## src/rtl/calc_entry_controller.sv

```systemverilog
// calc_entry_controller: keypad-facing entry FSM that builds signed decimal operands,
// latches the operator and issues one {operand_a, operand_b, opcode} request to the ALU.
`default_nettype none

module calc_entry_controller #(
    parameter int WIDTH = 16
) (
    input  logic             clk,
    input  logic             nRST,
    input  logic             KeyRdy,
    output logic             KeyRd,
    input  logic [3:0]       keypad_input,
    input  logic [2:0]       operator_input,
    input  logic             equal_input,
    output logic [WIDTH-1:0] entry_value,
    output logic             entry_ovf,
    output logic             op_valid,
    input  logic             op_ready,
    output logic [WIDTH-1:0] operand_a,
    output logic [WIDTH-1:0] operand_b,
    output logic [2:0]       opcode
);

    typedef enum logic [1:0] {
        S_IDLE     = 2'd0,
        S_ACK      = 2'd1,
        S_WAIT_LOW = 2'd2,
        S_ISSUE    = 2'd3
    } state_t;

    localparam int         EW      = WIDTH + 4;
    localparam logic [2:0] OP_NONE = 3'b000;
    localparam logic [2:0] OP_NEG  = 3'b001;
    localparam logic [2:0] OP_ADD  = 3'b010;
    localparam logic [2:0] OP_SUB  = 3'b011;
    localparam logic [2:0] OP_MUL  = 3'b100;
    localparam logic [EW-1:0] MAG_MAX = {{5{1'b0}}, {(WIDTH-1){1'b1}}};

    state_t           state_q;
    logic             keyrd_q, op_valid_q, ovf_q, sign_q, has_op_q, pend_q;
    logic [3:0]       key_digit_q;
    logic [2:0]       key_op_q, opcode_q;
    logic             key_eq_q;
    logic [WIDTH-1:0] mag_q, entry_q, a_q, b_q;

    logic             ovf_d, sign_d, has_op_d, pend_d;
    logic [2:0]       opcode_d;
    logic [WIDTH-1:0] mag_d, entry_d, a_d, b_d;
    logic [EW-1:0]    mag_ext, mag_new;

    // mag*10 + d, computed wide enough that the overflow compare cannot wrap
    assign mag_ext = {4'b0000, mag_q};
    assign mag_new = (mag_ext << 3) + (mag_ext << 1) + {{WIDTH{1'b0}}, key_digit_q};

    always_comb begin
        mag_d    = mag_q;
        sign_d   = sign_q;
        ovf_d    = ovf_q;
        has_op_d = has_op_q;
        pend_d   = 1'b0;
        a_d      = a_q;
        b_d      = b_q;
        opcode_d = opcode_q;
        if (key_eq_q) begin
            if (has_op_q) begin
                b_d    = entry_q;
                pend_d = 1'b1;
            end
        end else if (key_op_q != OP_NONE) begin
            if (key_op_q == OP_NEG) begin
                sign_d = ~sign_q;
            end else if (key_op_q == OP_ADD || key_op_q == OP_SUB || key_op_q == OP_MUL) begin
                if (!has_op_q) begin
                    a_d      = entry_q;
                    mag_d    = '0;
                    sign_d   = 1'b0;
                    ovf_d    = 1'b0;
                    has_op_d = 1'b1;
                end
                opcode_d = key_op_q;
            end
        end else if (key_digit_q <= 4'd9) begin
            if (mag_new <= MAG_MAX) begin
                mag_d = mag_new[WIDTH-1:0];
            end else begin
                ovf_d = 1'b1;
            end
        end
        entry_d = sign_d ? -mag_d : mag_d;
    end

    always_ff @(posedge clk or negedge nRST) begin
        if (!nRST) begin
            state_q     <= S_IDLE;
            keyrd_q     <= 1'b0;
            op_valid_q  <= 1'b0;
            ovf_q       <= 1'b0;
            sign_q      <= 1'b0;
            has_op_q    <= 1'b0;
            pend_q      <= 1'b0;
            key_digit_q <= 4'hF;
            key_op_q    <= OP_NONE;
            key_eq_q    <= 1'b0;
            opcode_q    <= OP_NONE;
            mag_q       <= '0;
            entry_q     <= '0;
            a_q         <= '0;
            b_q         <= '0;
        end else begin
            case (state_q)
                S_IDLE: begin
                    if (KeyRdy) begin
                        key_digit_q <= keypad_input;
                        key_op_q    <= operator_input;
                        key_eq_q    <= equal_input;
                        keyrd_q     <= 1'b1;
                        state_q     <= S_ACK;
                    end
                end
                S_ACK: begin
                    keyrd_q  <= 1'b0;
                    mag_q    <= mag_d;
                    sign_q   <= sign_d;
                    ovf_q    <= ovf_d;
                    has_op_q <= has_op_d;
                    pend_q   <= pend_d;
                    a_q      <= a_d;
                    b_q      <= b_d;
                    opcode_q <= opcode_d;
                    entry_q  <= entry_d;
                    state_q  <= S_WAIT_LOW;
                end
                S_WAIT_LOW: begin
                    if (!KeyRdy) begin
                        pend_q <= 1'b0;
                        if (pend_q) begin
                            op_valid_q <= 1'b1;
                            state_q    <= S_ISSUE;
                        end else begin
                            state_q <= S_IDLE;
                        end
                    end
                end
                S_ISSUE: begin
                    // keypad stays stalled here until the ALU takes the request
                    if (op_ready) begin
                        op_valid_q <= 1'b0;
                        mag_q      <= '0;
                        sign_q     <= 1'b0;
                        ovf_q      <= 1'b0;
                        entry_q    <= '0;
                        has_op_q   <= 1'b0;
                        state_q    <= S_IDLE;
                    end
                end
                default: state_q <= S_IDLE;
            endcase
        end
    end

    assign KeyRd       = keyrd_q;
    assign op_valid    = op_valid_q;
    assign entry_value = entry_q;
    assign entry_ovf   = ovf_q;
    assign operand_a   = a_q;
    assign operand_b   = b_q;
    assign opcode      = opcode_q;

endmodule

`default_nettype wire

```

## config.mk

```make
export PLATFORM = sky130hd
export DESIGN_NAME = calc_entry_controller
export DESIGN_NICKNAME = d
export VERILOG_FILES = /design/src/rtl/calc_entry_controller.sv
export SDC_FILE = /design/constraint.sdc
export NUM_CORES = 1
export LEC_CHECK = 0
export BUFFER_PORTS_ARGS = -buffer_cell sky130_fd_sc_hd__buf_2
export CAP_MARGIN = 20
export CORE_ASPECT_RATIO = 2
export CORE_MARGIN = 2
export CORE_UTILIZATION = 35
export DETAILED_ROUTE_END_ITERATION = 7
export SYNTH_ARGS = -nofsm -noshare
export SYNTH_HDL_FRONTEND = slang
export SYNTH_SLANG_ARGS = --single-unit
```

## constraint.sdc

```tcl
create_clock -name clk -period 7.2 [get_ports clk]
set_input_delay 0.36 -clock clk [delete_from_list [all_inputs] [get_ports clk]]
set_output_delay 0.36 -clock clk [all_outputs]
set_load 0.01 [all_outputs]
```

==> results.toml <==
[timing]
finalSetupTns_ps = 0
period_minus_slack_ps = 5030
rsz0062_at_grt = "false"
period_share = 0.698
fmax_ghz = 0.199
slew_headroom = 0.415
worst_clock_skew_ps = 15.3
finalSetupViolations = 0
hold_viol = 0
timing.hold.ws_ps = 247
setup_slack_ps = 2170
slew_viol_final = 0
worst_pin_slew_ps = 873

[synth]
synthAdderAreaFrac = 0.0831
synth_warnings = 0
synthArstFlopShare = 1.00
synth_flop_cell = "dfrtp_1"
synth.area.top_cells = "dfrtp_1, mux2_2, ha_1, nand2_1, o21ai_0"
synth_mux_area_frac = 0.136
synth_top_family_by_area = "simple AND/OR/NAND/NOR gates"
ys_seq_elements = 82
synth_xor_area_frac = 0.0149
synth_area_leader_cell = "dfrtp_1"
yosys.area.top_type_share = 0.368
yosys.area_share.simple = 0.173
yosysUniqueCellTypes = 70
syn_inst = 548
syn_area_sq_um = 5300
synth_edf_count = 0
synthesis.nets = 594
syn_area_per_cell_sq_um = 9.67
synth_compound_area_frac = 0.171
seq_area_frac_synth = 0.388

[clock_tree]
cts_tree = "done"
cts_buffers = 9
root_buffer = "clkbuf_16"
clk_latency_ps = 340
clk_pin_slew_ps = 60
cts.path.max_buffers = 2
cts_setup_buffers = 0
cts.sinks = 82
h-tree-depth = 3

[status]
status = "completed"

[worst_setup_path]
timing.rr.end = "entry_value[12]"
crit_arrival_ps = 5240
crit_required_ps = 7420
critPathMaxFanout = 31
criticalPathCategory = "reg -> reg"
startpoint_type = "flop"
r2r_slack_ps = 2170
setup.worst_path.end_class = "flop"
ff2ff_path_depth = 16
rr_startpoint = "mag_q[0]"

[power_and_ir_drop]
power.total_mw = 2.88
peakVddDrop_uv = 163
power_density_nw_per_um2 = 471
p_leak_nw = 3.03

[placement]
placed_cell_area_sq_um = 5800
dp_slack_ps = 2220
hpwl_um = 10600
io_buffers = 65
place_congestion = 0.884

[route]
routed_via_density = 5.42
ant_nets = 0
avgRoutedWirePerCell_um = 17.0
met2WireLength_um = 7860
wirelength_um = 13700
wl_met1_um = 5160
dr.pass1.iters = 5
vias = 4370
dr.max_layer_used = "met4"
drc = 0
wl_met3_um = 278
dr.first_iter.drc_count = 220

[global_routing]
antenna_found_initial = 0
grt_pass1_vias = 4349
grt_pass1_wl_um = 21900
grt.total_usage = 0.170
grt_remaining_overflow = 0
grt_max_degree = 83

[floorplan]
die-area_sq_um = 16200
coreArea_sq_um = 14800
rows = 63
ios = 66
die_y_um = 178
start_util = 0.358
die_width_um = 91.0

[layout]
final_cell_area_sq_um = 6120
diodes = 0
nets = 653
layout-drive-gt1-share = 0.250
syn_to_final_growth_pct = 15.6

[worst_hold_path]
holdPathStages = 3
min_to = "key_digit_q[0]"
min-delay-start = "keypad_input[0]"
min-delay-path-class = "in -> reg"

[flow_run]
drv_cap = 0
-- flip-flops by register name, summed over array words and instances, names as in the netlist --
name         flops
entry_ovf        1
opcode           3
KeyRd            1
op_valid         1
key_eq_q         1
has_op_q         1
entry_value     15
pend_q           1
key_digit_q      4
operand_b       16
key_op_q         3
mag_q           16
operand_a       16
state_q          2
sign_q           1
-- where the power goes --
part / switching (mW) / internal [mW] / leakage (nW) / total [mW]
logic: 0.946 / 0.660 / 1.81 / 1.61
registers: 0.192 / 0.648 / 1.09 / 0.840
clock network: 0.196 / 0.240 / 0.139 / 0.437
-- cell usage in the layout, fill, tap and decap left out, types with 9 or more instances in the layout --
cell | synthesis | layout
clkbuf_16 | 0 | 9
ha_1 | 32 | 32
nor3_1 | 12 | 12
o21ai_0 | 46 | 46
nor2_1 | 28 | 28
mux2_2 | 41 | 41
mux2i_1 | 13 | 13
nand3_1 | 13 | 13
inv_1 | 17 | 17
a21oi_1 | 23 | 23
buf_2 | 2 | 64
dfrtp_1 | 78 | 78
or3_1 | 11 | 11
nand2_1 | 76 | 76
-- worst max-delay path, stage by stage, from the launching register on --
cell and delay [ps]:
dfrtp_1 450, inv_1 130, fa_1 540, fa_1 510
nor2b_4 160, o31a_4 150, o2111ai_2 130, a31o_1 270
a22oi_4 170, nand4_4 530, nor2_1 250, a31oi_1 90
ha_1 300, o21ai_0 250, and3b_1 250, or4_1 460
a32o_1 260
-- stage by stage --
step / std cells / utilization
5_1_grt: 807 / 0.413
3_3_place_gp: 789 / 0.392
6_report: 807 / 0.413
3_5_place_dp: 789 / 0.392
2_1_floorplan: 548 / -
4_1_cts: 805 / 0.411
-- repair_timing --
| item | CTS | global route |
|---|---|---|
| hold endpoints to repair | 0 | 10 |
| hold buffers | 0 | 1 |
| gates resized for setup | 0 | 0 |
-- cells in the mapped netlist, types with 2 or more instances --
master,count
and3b_1,2
a211o_1,4
inv_1,17
nand3b_1,3
and2_1,7
a31oi_1,4
nand3_1,13
buf_4,2
clkbuf_1,18
and3_1,2
buf_6,2
xor2_1,5
mux2i_1,13
a22o_1,4
buf_2,2
nand2b_1,5
dfrtp_1,78
nand4_1,8
mux2_4,4
a32o_1,7
a221oi_1,2
dfstp_2,4
nand2_1,76
ha_1,32
nor3_1,12
o21ai_1,8
xnor2_1,4
a21oi_2,2
mux2_2,41
a22oi_1,2
o31ai_1,6
or2_2,2
o21ai_0,46
mux2_1,4
a21oi_1,23
nor2b_1,4
a21o_1,8
or3_1,11
a211oi_1,2
nor2_1,28
fa_1,2
-- worst max-delay path by stage --
stage	startpoint	cells after the start	slack [ps]	end
after global routing	mag_q[0]	17	1890	entry_value[12]
final	mag_q[0]	16	2170	entry_value[12]
after detailed placement	key_digit_q[3]	16	2220	entry_value[12]
after CTS	key_digit_q[3]	16	2200	entry_value[12]
after floorplan	key_digit_q[3]	17	2750	entry_value[12]
after global placement	key_digit_q[3]	16	2310	entry_value[12]
-- layer usage --
layer,global-route usage,up-vias
li1,-,2127
met1,0.184,2142
met2,0.320,81
met3,0.0139,20
met4,0.0972,0
met5,0,-
-- area by class of cell --
class | count | area, sq um
Timing Repair Buffer | 72 | 403
Clock inverter | 7 | 58.8
Tap cell | 195 | 244
Clock buffer | 9 | 225
Inverter | 17 | 63.8
Multi-Input combinational cell | 425 | 3070
Sequential cell | 82 | 2060
Fill cell | 1517 | 8700
-- cell families (layout without fill, tap and decap cells) --
family                     count (synthesis)  in the layout
and+or+nand+nor                          184            184
AOI/OAI and AO/OA                        135            135
DFF                                       82             82
muxes                                     63             63
buffers and inverters                     41            105
adders and majority gates                 34             34
xor gates and xnor gates                   9              9
Note: power is estimated with default switching activity, not from simulation.
